### config.mk
export PLATFORM = sky130hd
export DESIGN_NAME = dphy_lptx_ml
export DESIGN_NICKNAME = d
export VERILOG_FILES = /design/src/rtl/dphy_pkg.sv /design/src/rtl/dphy_tcnt.sv /design/src/rtl/dphy_lptx_ml.sv
export SDC_FILE = /design/constraint.sdc
export NUM_CORES = 1
export LEC_CHECK = 0
export CORE_MARGIN = 5
export CORE_UTILIZATION = 53
export CTS_CLUSTER_SIZE = 28
export DETAILED_ROUTE_END_ITERATION = 6
export PLACE_DENSITY_LB_ADDON = 0.12
export SKIP_LAST_GASP = 1
export SLEW_MARGIN = 30
export SYNTH_ARGS = -nofsm -noshare
export SYNTH_HDL_FRONTEND = slang
export SYNTH_SLANG_ARGS = --single-unit
### constraint.sdc
create_clock -name LPTX_CLK -period 2.4 [get_ports LPTX_CLK]
set_input_delay 0.6 -clock LPTX_CLK [delete_from_list [all_inputs] [get_ports LPTX_CLK]]
set_output_delay 0.6 -clock LPTX_CLK [all_outputs]
set_load 0.01 [all_outputs]
### src/rtl/dphy_pkg.sv
// Shared definitions for the D-PHY LP-TX sequencer: state encoding,
// LP line codes ({Dp,Dn}) and default burst timing constants.
package dphy_pkg;

    typedef enum logic [2:0] {
        ST_STOP  = 3'd0,
        ST_RQST  = 3'd1,
        ST_PRPR  = 3'd2,
        ST_ZERO  = 3'd3,
        ST_DATA  = 3'd4,
        ST_TRAIL = 3'd5,
        ST_EXIT  = 3'd6
    } state_t;

    // Line codes are {Dp, Dn}
    typedef enum logic [1:0] {
        LP00 = 2'b00,
        LP01 = 2'b01,
        LP11 = 2'b11
    } lp_code_t;

    localparam int unsigned DEF_T_LPX        = 8;
    localparam int unsigned DEF_T_HS_PREPARE = 16;
    localparam int unsigned DEF_T_HS_ZERO    = 24;
    localparam int unsigned DEF_T_HS_TRAIL   = 12;
    localparam int unsigned DEF_T_HS_EXIT    = 24;

    // Counter preload for a state lasting max(t,1) cycles
    function automatic int unsigned load_of(input int unsigned t);
        return (t == 0) ? 0 : t - 1;
    endfunction

endpackage

### src/rtl/dphy_tcnt.sv
// Load-and-decrement timing counter; o_zero flags that the current timed
// state has reached its last cycle.
module dphy_tcnt #(
    parameter int CNT_W = 8
) (
    input  logic             i_clk,
    input  logic             i_rst_n,
    input  logic             i_load,
    input  logic             i_en,
    input  logic [CNT_W-1:0] i_load_val,
    output logic             o_zero
);

    logic [CNT_W-1:0] r_cnt;

    // Load has priority; decrement saturates at zero
    always_ff @(posedge i_clk or negedge i_rst_n) begin
        if (!i_rst_n) begin
            r_cnt <= '0;
        end else if (i_load) begin
            r_cnt <= i_load_val;
        end else if (i_en && (r_cnt != '0)) begin
            r_cnt <= r_cnt - 1'b1;
        end
    end

    assign o_zero = (r_cnt == '0);

endmodule

### src/rtl/dphy_lptx_ml.sv
// Multi-lane D-PHY LP-TX burst sequencer (STOP/RQST/PRPR/ZERO/DATA/TRAIL/EXIT).
// All outputs are registered decodes of the next state.
// Optional macro DPHY_LPTX_TIMING_REG_EN adds Cfg* timing ports, shadowed in STOP.
// During HS phases masked lanes hold LP-00 on the (disabled) LP drivers.
module dphy_lptx_ml
    import dphy_pkg::*;
#(
    parameter int NUM_LANES    = 4,
    parameter int CNT_W        = 8,
    parameter int T_LPX        = 8,
    parameter int T_HS_PREPARE = 16,
    parameter int T_HS_ZERO    = 24,
    parameter int T_HS_TRAIL   = 12,
    parameter int T_HS_EXIT    = 24
) (
    input  logic                 LPTX_CLK,
    input  logic                 TxRst_n,
    input  logic                 LPTX_EN,
    input  logic                 TxRequestHS,
    input  logic [NUM_LANES-1:0] LaneMask,
    output logic [NUM_LANES-1:0] LP_Dp,
    output logic [NUM_LANES-1:0] LP_Dn,
    output logic [NUM_LANES-1:0] LP_OE,
    output logic [NUM_LANES-1:0] HSTX_EN,
    output logic                 HSCLK_EN,
    output logic                 TxReadyHS,
    output logic                 TxStopState
`ifdef DPHY_LPTX_TIMING_REG_EN
    ,
    input  logic [CNT_W-1:0]     CfgTLpx,
    input  logic [CNT_W-1:0]     CfgTHsPrepare,
    input  logic [CNT_W-1:0]     CfgTHsZero,
    input  logic [CNT_W-1:0]     CfgTHsTrail,
    input  logic [CNT_W-1:0]     CfgTHsExit
`endif
);

    state_t                 r_state;
    state_t                 w_next;
    logic [NUM_LANES-1:0]   r_mask;
    logic [NUM_LANES-1:0]   w_mask;
    logic [CNT_W-1:0]       w_load_val;
    logic                   w_load;
    logic                   w_zero;
    logic [CNT_W-1:0]       w_t_lpx;
    logic [CNT_W-1:0]       w_t_prep;
    logic [CNT_W-1:0]       w_t_zero;
    logic [CNT_W-1:0]       w_t_trail;
    logic [CNT_W-1:0]       w_t_exit;

    logic [NUM_LANES-1:0]   r_dp, r_dn, r_oe, r_hs;
    logic                   r_hsclk, r_rdy, r_stop;
    logic [NUM_LANES-1:0]   w_dp, w_dn, w_oe, w_hs;
    logic                   w_hsclk, w_rdy, w_stop;
    lp_code_t               w_code;

`ifdef DPHY_LPTX_TIMING_REG_EN
    logic [CNT_W-1:0] r_t_lpx, r_t_prep, r_t_zero, r_t_trail, r_t_exit;

    // Shadow the timing configuration while idle so a burst sees stable values
    always_ff @(posedge LPTX_CLK or negedge TxRst_n) begin
        if (!TxRst_n) begin
            r_t_lpx   <= CNT_W'(T_LPX);
            r_t_prep  <= CNT_W'(T_HS_PREPARE);
            r_t_zero  <= CNT_W'(T_HS_ZERO);
            r_t_trail <= CNT_W'(T_HS_TRAIL);
            r_t_exit  <= CNT_W'(T_HS_EXIT);
        end else if (r_state == ST_STOP) begin
            r_t_lpx   <= CfgTLpx;
            r_t_prep  <= CfgTHsPrepare;
            r_t_zero  <= CfgTHsZero;
            r_t_trail <= CfgTHsTrail;
            r_t_exit  <= CfgTHsExit;
        end
    end

    // RQST is loaded on the STOP exit edge, so it takes the live value being shadowed
    assign w_t_lpx   = (r_state == ST_STOP) ? CfgTLpx : r_t_lpx;
    assign w_t_prep  = r_t_prep;
    assign w_t_zero  = r_t_zero;
    assign w_t_trail = r_t_trail;
    assign w_t_exit  = r_t_exit;
`else
    assign w_t_lpx   = CNT_W'(T_LPX);
    assign w_t_prep  = CNT_W'(T_HS_PREPARE);
    assign w_t_zero  = CNT_W'(T_HS_ZERO);
    assign w_t_trail = CNT_W'(T_HS_TRAIL);
    assign w_t_exit  = CNT_W'(T_HS_EXIT);
`endif

    // The mask is latched on the STOP->RQST edge; decode must see it the same cycle
    assign w_mask = (r_state == ST_STOP) ? LaneMask : r_mask;

    // Next-state logic
    always_comb begin
        w_next = r_state;
        case (r_state)
            ST_STOP:  if (TxRequestHS && LPTX_EN && (|LaneMask)) w_next = ST_RQST;
            ST_RQST:  if (w_zero) w_next = ST_PRPR;
            ST_PRPR:  if (w_zero) w_next = ST_ZERO;
            ST_ZERO:  if (w_zero) w_next = TxRequestHS ? ST_DATA : ST_TRAIL;
            ST_DATA:  if (!TxRequestHS) w_next = ST_TRAIL;
            ST_TRAIL: if (w_zero) w_next = ST_EXIT;
            ST_EXIT:  if (w_zero) w_next = ST_STOP;
            default:  w_next = ST_STOP;
        endcase
    end

    // Counter preload for the state being entered
    always_comb begin
        w_load     = (w_next != r_state);
        w_load_val = '0;
        case (w_next)
            ST_RQST:  w_load_val = CNT_W'(load_of(32'(w_t_lpx)));
            ST_PRPR:  w_load_val = CNT_W'(load_of(32'(w_t_prep)));
            ST_ZERO:  w_load_val = CNT_W'(load_of(32'(w_t_zero)));
            ST_TRAIL: w_load_val = CNT_W'(load_of(32'(w_t_trail)));
            ST_EXIT:  w_load_val = CNT_W'(load_of(32'(w_t_exit)));
            default:  w_load_val = '0;
        endcase
    end

    dphy_tcnt #(
        .CNT_W (CNT_W)
    ) u_tcnt (
        .i_clk      (LPTX_CLK),
        .i_rst_n    (TxRst_n),
        .i_load     (w_load),
        .i_en       (1'b1),
        .i_load_val (w_load_val),
        .o_zero     (w_zero)
    );

    // Output decode of the next state; unmasked lanes stay LP-11 with LP_OE=1
    always_comb begin
        w_code  = LP11;
        w_oe    = '1;
        w_hs    = '0;
        w_hsclk = 1'b0;
        w_rdy   = 1'b0;
        w_stop  = 1'b0;
        case (w_next)
            ST_STOP: begin
                w_oe   = {NUM_LANES{LPTX_EN}};
                w_stop = LPTX_EN;
            end
            ST_RQST: w_code = LP01;
            ST_PRPR: begin
                w_code  = LP00;
                w_hsclk = 1'b1;
            end
            ST_ZERO, ST_DATA, ST_TRAIL: begin
                w_code  = LP00;
                w_oe    = ~w_mask;
                w_hs    = w_mask;
                w_hsclk = 1'b1;
                w_rdy   = (w_next == ST_DATA);
            end
            default: w_code = LP11;
        endcase
        w_dp = ~w_mask | {NUM_LANES{w_code[1]}};
        w_dn = ~w_mask | {NUM_LANES{w_code[0]}};
    end

    // State, latched mask and registered outputs
    always_ff @(posedge LPTX_CLK or negedge TxRst_n) begin
        if (!TxRst_n) begin
            r_state <= ST_STOP;
            r_mask  <= '0;
            r_dp    <= '1;
            r_dn    <= '1;
            r_oe    <= '0;
            r_hs    <= '0;
            r_hsclk <= 1'b0;
            r_rdy   <= 1'b0;
            r_stop  <= 1'b0;
        end else begin
            r_state <= w_next;
            if ((r_state == ST_STOP) && (w_next == ST_RQST)) begin
                r_mask <= LaneMask;
            end
            r_dp    <= w_dp;
            r_dn    <= w_dn;
            r_oe    <= w_oe;
            r_hs    <= w_hs;
            r_hsclk <= w_hsclk;
            r_rdy   <= w_rdy;
            r_stop  <= w_stop;
        end
    end

    assign LP_Dp       = r_dp;
    assign LP_Dn       = r_dn;
    assign LP_OE       = r_oe;
    assign HSTX_EN     = r_hs;
    assign HSCLK_EN    = r_hsclk;
    assign TxReadyHS   = r_rdy;
    assign TxStopState = r_stop;

endmodule

==> impl_metrics.csv, run 1 <==
group,metric,value,unit
run_status,status,"complete, no violations",
setup_path,timing.rr.end,"HSTX_EN[2]",
sta,hold_violations,0,
grt,overflow,0,
finish,fillerInstances,273,
setup_path,startpoint_type,"register",
grt,grt_max_degree,35,
grt,grt_pass1_wl,6240,um
cts,cts_tree,"yes",
grt,grt_usage,18.3,%
cts,h-tree-depth,2,
setup_path,crit_arrival,2.30,ns
cts,cts.sinks,34,
finish,drive_gt1_share,21.4,%
flow_run,cap_violations,0,
synth,synthAdderAreaFrac,1.97,%
finish,area_growth,21.6,%
cts,postCtsSetupBuffers,0,
routing,antenna_left,0,
setup_path,r2r_start,"u_tcnt.r_cnt[0]",
setup_path,crit_path_end_kind,"register",
placed_design,dpl_worst_slack,0.0335,ns
cts,clk_latency,0.34,ns
sta,max_slew_margin,52.6,%
cts,ctsHoldBuffers,0,
setup_path,critPathMaxStageDelay,0.39,ns
placed_design,dp_hpwl,2690,um
setup_path,worstPathCellList,"inv_1 -> ha_1 -> nor4b_4 -> nand3_1 -> nand2_1 -> mux2i_1 -> and2_1",
synth,netlist_area,0.00178,sq mm
sta,setup_tns,0,ns
power,powerDensity,1170,mW/mm^2
floorplan,start_util,54.1,%
synth,synth_warnings,0,
power,p_leak,0.000892,uW
placed_design,globalplace.congestion,0.854,
sta,drv_slew,0,
setup_path,worstPathMaxFanout,6,
synth,synth_xor_area_share,2.89,%
synth,synthMuxAreaShare,4.79,%
cts,root_buffer,"clkbuf_4",
routing,dr.pass1.iters,5,
synth,avgSynthCellArea,9.97,sq um
sta,period_needed,2.07,ns
power,ir_worst_vdd,0.679,mV
finish,fin_area,0.00216,sq mm
cts,cts_resized,0,
placed_design,place_area,0.00210,sq mm
synth,synth.net_count,188,
setup_path,cp_top_family,"simple AND/OR/NAND/NOR gates",
sta,fmax,483,MHz
cts,cts.clk_slew.worst_paths,0.10,ns
synth,synthFlopType,"dfrtp_1",
synth,synthArstFlopShare,100,%
floorplan,rows,21,
sta,tightestPinTransition,0.711,ns
setup_path,critPathRequiredTime,2.63,ns
floorplan,fp.dieW,67.9,um
hold_path,hold_class,"register to register",
placed_design,port_buffers,26,
floorplan,fp.dieH,67.9,um
routing,wl_per_cell,14.8,um
routing,drtIter0Drc,93,
synth,synth_top_family_by_area,"simple AND/OR/NAND/NOR gates",
setup_path,crit_cells,7,
sta,fin_worst_skew,0.0161,ns
setup_path,endpoint,"HSTX_EN[2]",
sta,setup_ws,0.329,ns
setup_path,ff2ff_path_depth,7,
finish,mostFrequentLayoutCells,"dfrtp_1 (26), clkdlybuf4s50_1 (26), nand2_1 (17), nor2_1 (13)",
routing,via_count,1438,
setup_path,path_buf_inv,1,
synth,syn-instance-count,178,
setup_path,path_class,"register to register",
sta,final-setup-viol-count,0,
sta,period_share,86.3,%
synth,synthSimpleGateAreaFrac,20.9,%
floorplan,pin_count,27,
setup_path,startpoint,"u_tcnt.r_cnt[0]",
routing,drc_errors,0,
synth,synth-compound-area-share,16.7,%
setup_path,slowest_stage,"dfrtp_1",
floorplan,dieArea,0.00461,sq mm
synth,yosysUniqueCellTypes,49,
synth,synth-edff-count,0,
finish,nets,219,
cts,numCtsBuffers,5,
grt,antenna_found_initial,0,
routing,wl,3780,um
grt,grt_pass1_vias,1339,
routing,viasPerCell,5.62,
setup_path,r2r_setup_slack,0.33,ns
synth,ys_seq_area_share,48.5,%
floorplan,core_area,0.00328,sq mm
synth,yosys_register_bits,34,
finish,antenna-diode-count,0,
cts,cts_buffer_depth,2,
sta,rsz0062_at_grt,"false",
==> layer usage <==
layer	track usage, %	vias up	routed length (um)
li1	-	693	-
met2	31.8	60	1900
met4	6.20	0	51
met3	4.93	5	288
met1	21.7	680	1540
met5	0	-	0
==> cells by family (layout without fill, tap and decap cells) <==
kind of cell               Yosys count  after routing
and+or+nand+nor                     68             68
DFF                                 34             34
muxes                                8              8
buffers and inverters               17             49
AOI/OAI and AO/OA                   43             43
xor gates and xnor gates             5              5
adders and majority gates            3              3
==> stage by stage <==
stage / utilization, % / hold slack (ns) / power, uW / std cells
after global routing: 65.8 / 0.527 / 2720 / 256
after floorplan: - / 0.304 / 1770 / 178
final: 65.8 / 0.509 / 2520 / 256
after global placement: 63.9 / 0.469 / 2160 / 248
after CTS: 65.8 / 0.503 / 2550 / 256
after detailed placement: 63.9 / 0.477 / 2210 / 248
==> report_power, final <==
group / internal (uW) / total, uW / switching (uW) / leakage [uW]
Sequential: 853 / 1080 / 231 / 0.000393
Clock: 142 / 328 / 186 / 0.0000353
Combinational: 587 / 1110 / 524 / 0.000464
Total: 1580 / 2520 / 940 / 0.000892
==> layout make-up <==
class / instances / area (sq um) / area share, %
clock buffer: 7 / 55.1 / 2.55
inverter: 8 / 30.0 / 1.39
tap: 46 / 57.6 / 2.67
sequential: 34 / 861 / 39.9
multi-input combinational: 127 / 838 / 38.8
timing repair buffer: 33 / 313 / 14.5
clock inverter: 1 / 5.00 / 0.232
==> synth_stat cells, drive strengths merged (3+ instances only) <==
master / n / share of area [%]
nor3: 6 / 2.0
xor2: 3 / 1.9
dfstp: 8 / 12
buf: 6 / 2.0
and2: 6 / 2.3
nand3: 5 / 1.4
clkbuf: 3 / 0.63
o21ai: 13 / 4.1
nand2: 18 / 3.9
a21oi: 12 / 3.8
a32oi: 5 / 2.5
dfrtp: 26 / 37
inv: 8 / 1.7
or2: 9 / 3.2
nor2: 13 / 2.7
mux2i: 7 / 3.9
==> how the worst min path moves through the flow <==
stage | end | start | cells after the start
4_1_cts | LP_Dn[1] | r_mask[1] | 1
5_1_grt | LP_Dn[1] | r_mask[1] | 1
3_3_place_gp | LP_Dn[3] | r_mask[3] | 1
2_1_floorplan | HSCLK_EN | TxRst_n | 0
3_5_place_dp | LP_Dn[1] | r_mask[1] | 1
6_report | LP_Dn[1] | r_mask[1] | 1
==> registers in the layout (all words and copies together), names as in the netlist <==
signal	flops
LP_Dn	4
u_tcnt.r_cnt	8
LP_Dp	4
r_mask	4
TxReadyHS	1
HSCLK_EN	1
r_state	3
LP_OE	4
HSTX_EN	4
TxStopState	1
==> worst reg2reg max path, stage by stage, from the launching register on <==
cell	delay, ns
dfrtp_1	0.39
inv_1	0.13
ha_1	0.17
nor4b_4	0.35
nand3_1	0.28
nand2_1	0.27
mux2i_1	0.17
and2_1	0.22
No activity file was read; power rests on OpenSTA's default activity.
==> run 2, diff against run 1 <==
- RECOVER_POWER: default -> 25
==> run 2 against run 1 <==
Against the previous run: non-clock buffer count is the same; critical path depth is the same; worst hold slack is essentially flat; largest cell class unchanged.
==> impl_metrics.csv, run 2 (synthesized netlist as in run 1, its figures left out) <==
group,metric,value,unit
power,total_power,2520,uW
power,ir_worst_vdd,0.679,mV
grt,grt_max_degree,35,
placed_design,globalplace.congestion,0.854,
setup_path,timing.rr.end,"HSTX_EN[2]",
sta,tightestPinTransition,0.822,ns
sta,max_slew_margin,45.2,%
power,p_leak,0.000892,uW
cts,cts.clk_slew.worst_paths,0.10,ns
hold_path,hold_class,"register to register",
finish,multiInputGateArea,838,sq um
finish,antenna-diode-count,0,
floorplan,start_util,54.1,%
setup_path,critPathRequiredTime,2.63,ns
finish,drive_gt1_share,21.4,%
cts,root_buffer,"clkbuf_4",
sta,setup_tns,0,ns
routing,antenna_left,0,
routing,drtIter0Drc,93,
flow_run,cap_violations,0,
power,clock_power_share,13.0,%
placed_design,dp_hpwl,2690,um
setup_path,r2r_start,"u_tcnt.r_cnt[0]",
cts,h-tree-depth,2,
floorplan,dieArea,0.00461,sq mm
hold_path,worstHoldStart,"r_mask[1]",
grt,grt_usage,18.3,%
setup_path,r2r_setup_slack,0.33,ns
routing,drc_errors,0,
finish,area_growth,21.5,%
sta,fmax,483,MHz
grt,antenna_found_initial,0,
sta,fin_worst_skew,0.0161,ns
setup_path,path_class,"register to register",
setup_path,ff2ff_path_depth,7,
finish,fillerInstances,274,
cts,cts_resized,0,
power,p_comb_share,44.0,%
placed_design,dpl_worst_slack,0.0335,ns
sta,period_needed,2.07,ns
power,powerDensity,1170,mW/mm^2
routing,via_count,1438,
finish,mostFrequentLayoutCells,"dfrtp_1 (26), clkdlybuf4s50_1 (25), nand2_1 (17), nor2_1 (13)",
grt,grt_pass1_vias,1339,
setup_path,worstPathCellList,"inv_1 -> ha_1 -> nor4b_4 -> nand3_1 -> nand2_1 -> mux2i_1 -> and2_1",
power,internal_power,1580,uW
floorplan,pin_count,27,
sta,period_share,86.3,%
setup_path,startpoint_type,"register",
finish,layout_commonest_cell,"dfrtp_1",
setup_path,path_buf_inv,1,
finish,utilization,65.7,%
power,p_sw,940,uW
floorplan,core_area,0.00328,sq mm
routing,wl_per_cell,14.8,um
routing,wl,3780,um
routing,viasPerCell,5.62,
grt,overflow,0,
cts,ctsHoldBuffers,0,
cts,clk_latency,0.34,ns
grt,grt_pass1_wl,6240,um
hold_path,min_to,"LP_Dn[1]",
setup_path,crit_path_end_kind,"register",
sta,setup_ws,0.328,ns
cts,numCtsBuffers,5,
setup_path,cp_top_family,"simple AND/OR/NAND/NOR gates",
setup_path,slowest_stage,"dfrtp_1",
cts,postCtsSetupBuffers,0,
setup_path,critPathMaxStageDelay,0.39,ns
power,seqPwrFrac,43.0,%
finish,largest_reg_flops,8,
cts,cts.sinks,34,
setup_path,crit_arrival,2.30,ns
finish,nets,219,
setup_path,worstPathMaxFanout,6,
power,switching_share,37.3,%
sta,final-setup-viol-count,0,
sta,hold_violations,0,
floorplan,fp.dieW,67.9,um
run_status,status,"complete, no violations",
finish,seqCellArea,861,sq um
placed_design,port_buffers,26,
sta,drv_slew,0,
sta,rsz0062_at_grt,"false",
routing,dr.pass1.iters,5,
hold_path,whs_path_depth,1,
floorplan,rows,21,
floorplan,fp.dieH,67.9,um
cts,cts_buffer_depth,2,
finish,largest_register,"u_tcnt.r_cnt",
cts,cts_tree,"yes",
[run 2: cell count changes in the layout (fill, tap and decap cells not counted), sizes merged]
cell	change
clkbuf	+1
clkdlybuf4s50	-1
buf	-1
dlygate4sd3	+1
[run 2: layer usage]
layer | vias up | routed length, um | global-route usage (%)
met4 | 0 | 51 | 6.20
li1 | 693 | - | -
met2 | 60 | 1900 | 31.8
met1 | 680 | 1540 | 21.7
met3 | 5 | 287 | 4.93
met5 | - | 0 | 0
[run 2: through the flow]
stage | cells | hold slack [ns] | instance area, sq um
6_report | 256 | 0.509 | 2160
3_5_place_dp | 248 | 0.477 | 2100
3_3_place_gp | 248 | 0.469 | 2100
5_1_grt | 256 | 0.527 | 2160
2_1_floorplan | 178 | 0.304 | 1780
4_1_cts | 256 | 0.503 | 2160
[run 2: worst max path at each step]
stage                    startpoint         endpoint  cells after the start
finish              u_tcnt.r_cnt[0]       HSTX_EN[2]                      7
detailed placement      LaneMask[1]  u_tcnt.r_cnt[3]                      6
global route        u_tcnt.r_cnt[0]       HSTX_EN[2]                      7
floorplan           u_tcnt.r_cnt[0]  u_tcnt.r_cnt[3]                      7
global placement        LaneMask[1]  u_tcnt.r_cnt[3]                      6
CTS                 u_tcnt.r_cnt[0]       HSTX_EN[0]                      7
[run 2: cell type report]
| class | count | share of cell area, % |
|---|---|---|
| Clock buffer | 7 | 2.55 |
| Clock inverter | 1 | 0.232 |
| Inverter | 8 | 1.39 |
| Multi-Input combinational cell | 127 | 38.9 |
| Sequential cell | 34 | 39.9 |
| Tap cell | 46 | 2.67 |
| Timing Repair Buffer | 33 | 14.4 |
[run 2: power groups by stage]
stage | combinational [uW] | sequential [uW] | clock (uW)
floorplan | 718 | 1060 | 0
global placement | 1080 | 1080 | 0
detailed placement | 1110 | 1090 | 0
CTS | 1120 | 1080 | 341
global route | 1240 | 1120 | 370
finish | 1110 | 1080 | 328
==> run 3, diff against run 2 <==
- ABC_CLOCK_PERIOD_IN_PS: default -> 1900
- CORE_UTILIZATION: 53 -> 48
- clock period: 2.4 -> 1.9 ns (I/O delays scaled with it)
==> run 3 against run 2 <==
Against the previous run: critical path depth is 1 lower; largest cell class is now multi-input gates; clock skew down 0.013 ns; routed wire length rose by 14%; combinational power rose by 49%; first-iteration DRC count fell by 25%; core utilization increased by 1.9 points; largest power group unchanged; total power increased by 45%.
==> impl_metrics.csv, run 3 (synthesized netlist as in run 1, its figures left out) <==
group,metric,value,unit
sta,fin_worst_skew,0.00343,ns
setup_path,path_class,"primary input to register",
routing,dr.pass1.iters,4,
floorplan,pin_count,27,
setup_path,path_buf_inv,1,
floorplan,dieArea,0.00502,sq mm
grt,grt_max_degree,35,
cts,cts.sinks,34,
placed_design,dpl.cell_count,269,
sta,drv_slew,0,
power,ir_worst_vdd,0.759,mV
grt,antenna_found_initial,0,
power,powerDensity,1490,mW/mm^2
finish,instances_no_fill,283,
cts,root_buffer,"clkbuf_8",
cts,cts_tree,"yes",
cts,cts.clk_slew.worst_paths,0.07,ns
finish,largest_reg_flops,8,
finish,nets,244,
sta,setup_tns,0,ns
floorplan,core_area,0.00363,sq mm
hold_path,hold_class,"register to register",
sta,hold_violations,0,
finish,antenna-diode-count,0,
grt,overflow,0,
finish,largest_register,"u_tcnt.r_cnt",
setup_path,critPathRequiredTime,2.08,ns
placed_design,port_buffers,26,
placed_design,dp_hpwl,3030,um
setup_path,crit_arrival,2.03,ns
setup_path,ff2ff_path_depth,7,
grt,grt_usage,18.0,%
sta,hold_ws,0.497,ns
routing,antenna_left,0,
setup_path,r2r_setup_slack,0.05,ns
setup_path,timing.rr.end,"u_tcnt.r_cnt[3]",
sta,rsz0062_at_grt,"true",
setup_path,cp_top_family,"simple AND/OR/NAND/NOR gates",
sta,tightestPinTransition,0.844,ns
hold_path,worstHoldStart,"r_mask[0]",
grt,grt_pass1_wl,7070,um
finish,mostFrequentLayoutCells,"buf_4 (29), dfrtp_1 (26), clkdlybuf4s50_1 (24), nand2_1 (17), nor2_1 (13)",
finish,fillerInstances,278,
setup_path,crit_path_end_kind,"register",
sta,period_needed,1.85,ns
setup_path,startpoint_type,"primary input",
flow_run,cap_violations,0,
run_status,status,"complete, no violations",
routing,viasPerCell,5.36,
finish,drive_gt1_share,34.0,%
setup_path,critPathMaxStageDelay,0.46,ns
setup_path,worstPathMaxFanout,2,
cts,ctsHoldBuffers,0,
grt,grt_pass1_vias,1525,
floorplan,start_util,48.9,%
finish,layout_commonest_cell,"buf_4",
routing,wl,4310,um
cts,h-tree-depth,2,
sta,period_share,97.6,%
sta,max_slew_margin,43.8,%
routing,via_count,1517,
setup_path,r2r_start,"u_tcnt.r_cnt[1]",
sta,final-setup-viol-count,0,
placed_design,globalplace.congestion,0.815,
sta,fmax,539,MHz
routing,drtIter0Drc,70,
placed_design,dpl_worst_slack,-0.376,ns
cts,cts_buffer_depth,2,
hold_path,min_to,"LP_Dn[0]",
routing,drc_errors,0,
power,p_leak,0.00106,uW
floorplan,fp.dieH,70.8,um
floorplan,fp.dieW,70.8,um
cts,numCtsBuffers,5,
cts,clk_latency,0.29,ns
hold_path,whs_path_depth,1,
finish,area_growth,38.3,%
setup_path,slowest_stage,"clkdlybuf4s50_1",
routing,wl_per_cell,15.2,um
sta,setup_ws,0.0464,ns
floorplan,rows,22,
setup_path,worstPathCellList,"clkdlybuf4s50_1 -> nor4_4 -> or2_4 -> o21ai_2 -> a21o_2 -> mux2_4",
==> run 3: layout make-up <==
| cell class | count | area [sq um] | share of cell area, % |
|---|---|---|---|
| Clock inverter | 3 | 40.0 | 1.63 |
| Timing Repair Buffer | 58 | 508 | 20.7 |
| Inverter | 8 | 30.0 | 1.22 |
| Tap cell | 48 | 60.1 | 2.45 |
| Clock buffer | 5 | 68.8 | 2.80 |
| Sequential cell | 34 | 861 | 35.0 |
| Multi-Input combinational cell | 127 | 888 | 36.2 |
==> run 3: routing by layer <==
metal | up-vias | track usage, % | wire (um)
li1 | 735 | - | -
met1 | 746 | 21.4 | 1840
met2 | 31 | 30.8 | 2220
met3 | 5 | 5.68 | 192
met4 | 0 | 6.05 | 62
met5 | - | 0 | 0
==> run 3: worst max-delay path by stage <==
stage / start / endpoint / cells past startpoint
2_1_floorplan: u_tcnt.r_cnt[0] / u_tcnt.r_cnt[3] / 7
3_3_place_gp: LaneMask[1] / u_tcnt.r_cnt[3] / 6
3_5_place_dp: LaneMask[1] / u_tcnt.r_cnt[3] / 6
4_1_cts: LaneMask[1] / u_tcnt.r_cnt[2] / 7
5_1_grt: u_tcnt.r_cnt[1] / u_tcnt.r_cnt[4] / 7
6_report: LaneMask[0] / u_tcnt.r_cnt[3] / 6
==> run 3: timing repair <==
item / CTS / global route
setup endpoints to repair: 11 / 19
buffers inserted: 2 / 4
resized for setup: 2 / 15
pin swaps: 2 / 5
cloned: 0 / 0
==> run 3: power by group <==
group	total (uW)	switching (uW)	internal (uW)
logic	1650	769	878
clock network	657	271	386
registers	1350	270	1080
==> run 3: per-stage QoR <==
step	utilization, %	power (uW)	area [sq um]
global route	67.6	3910	2460
finish	67.6	3650	2460
detailed placement	61.8	2910	2240
global placement	61.8	2830	2240
CTS	65.4	3580	2370
floorplan	-	2240	1780
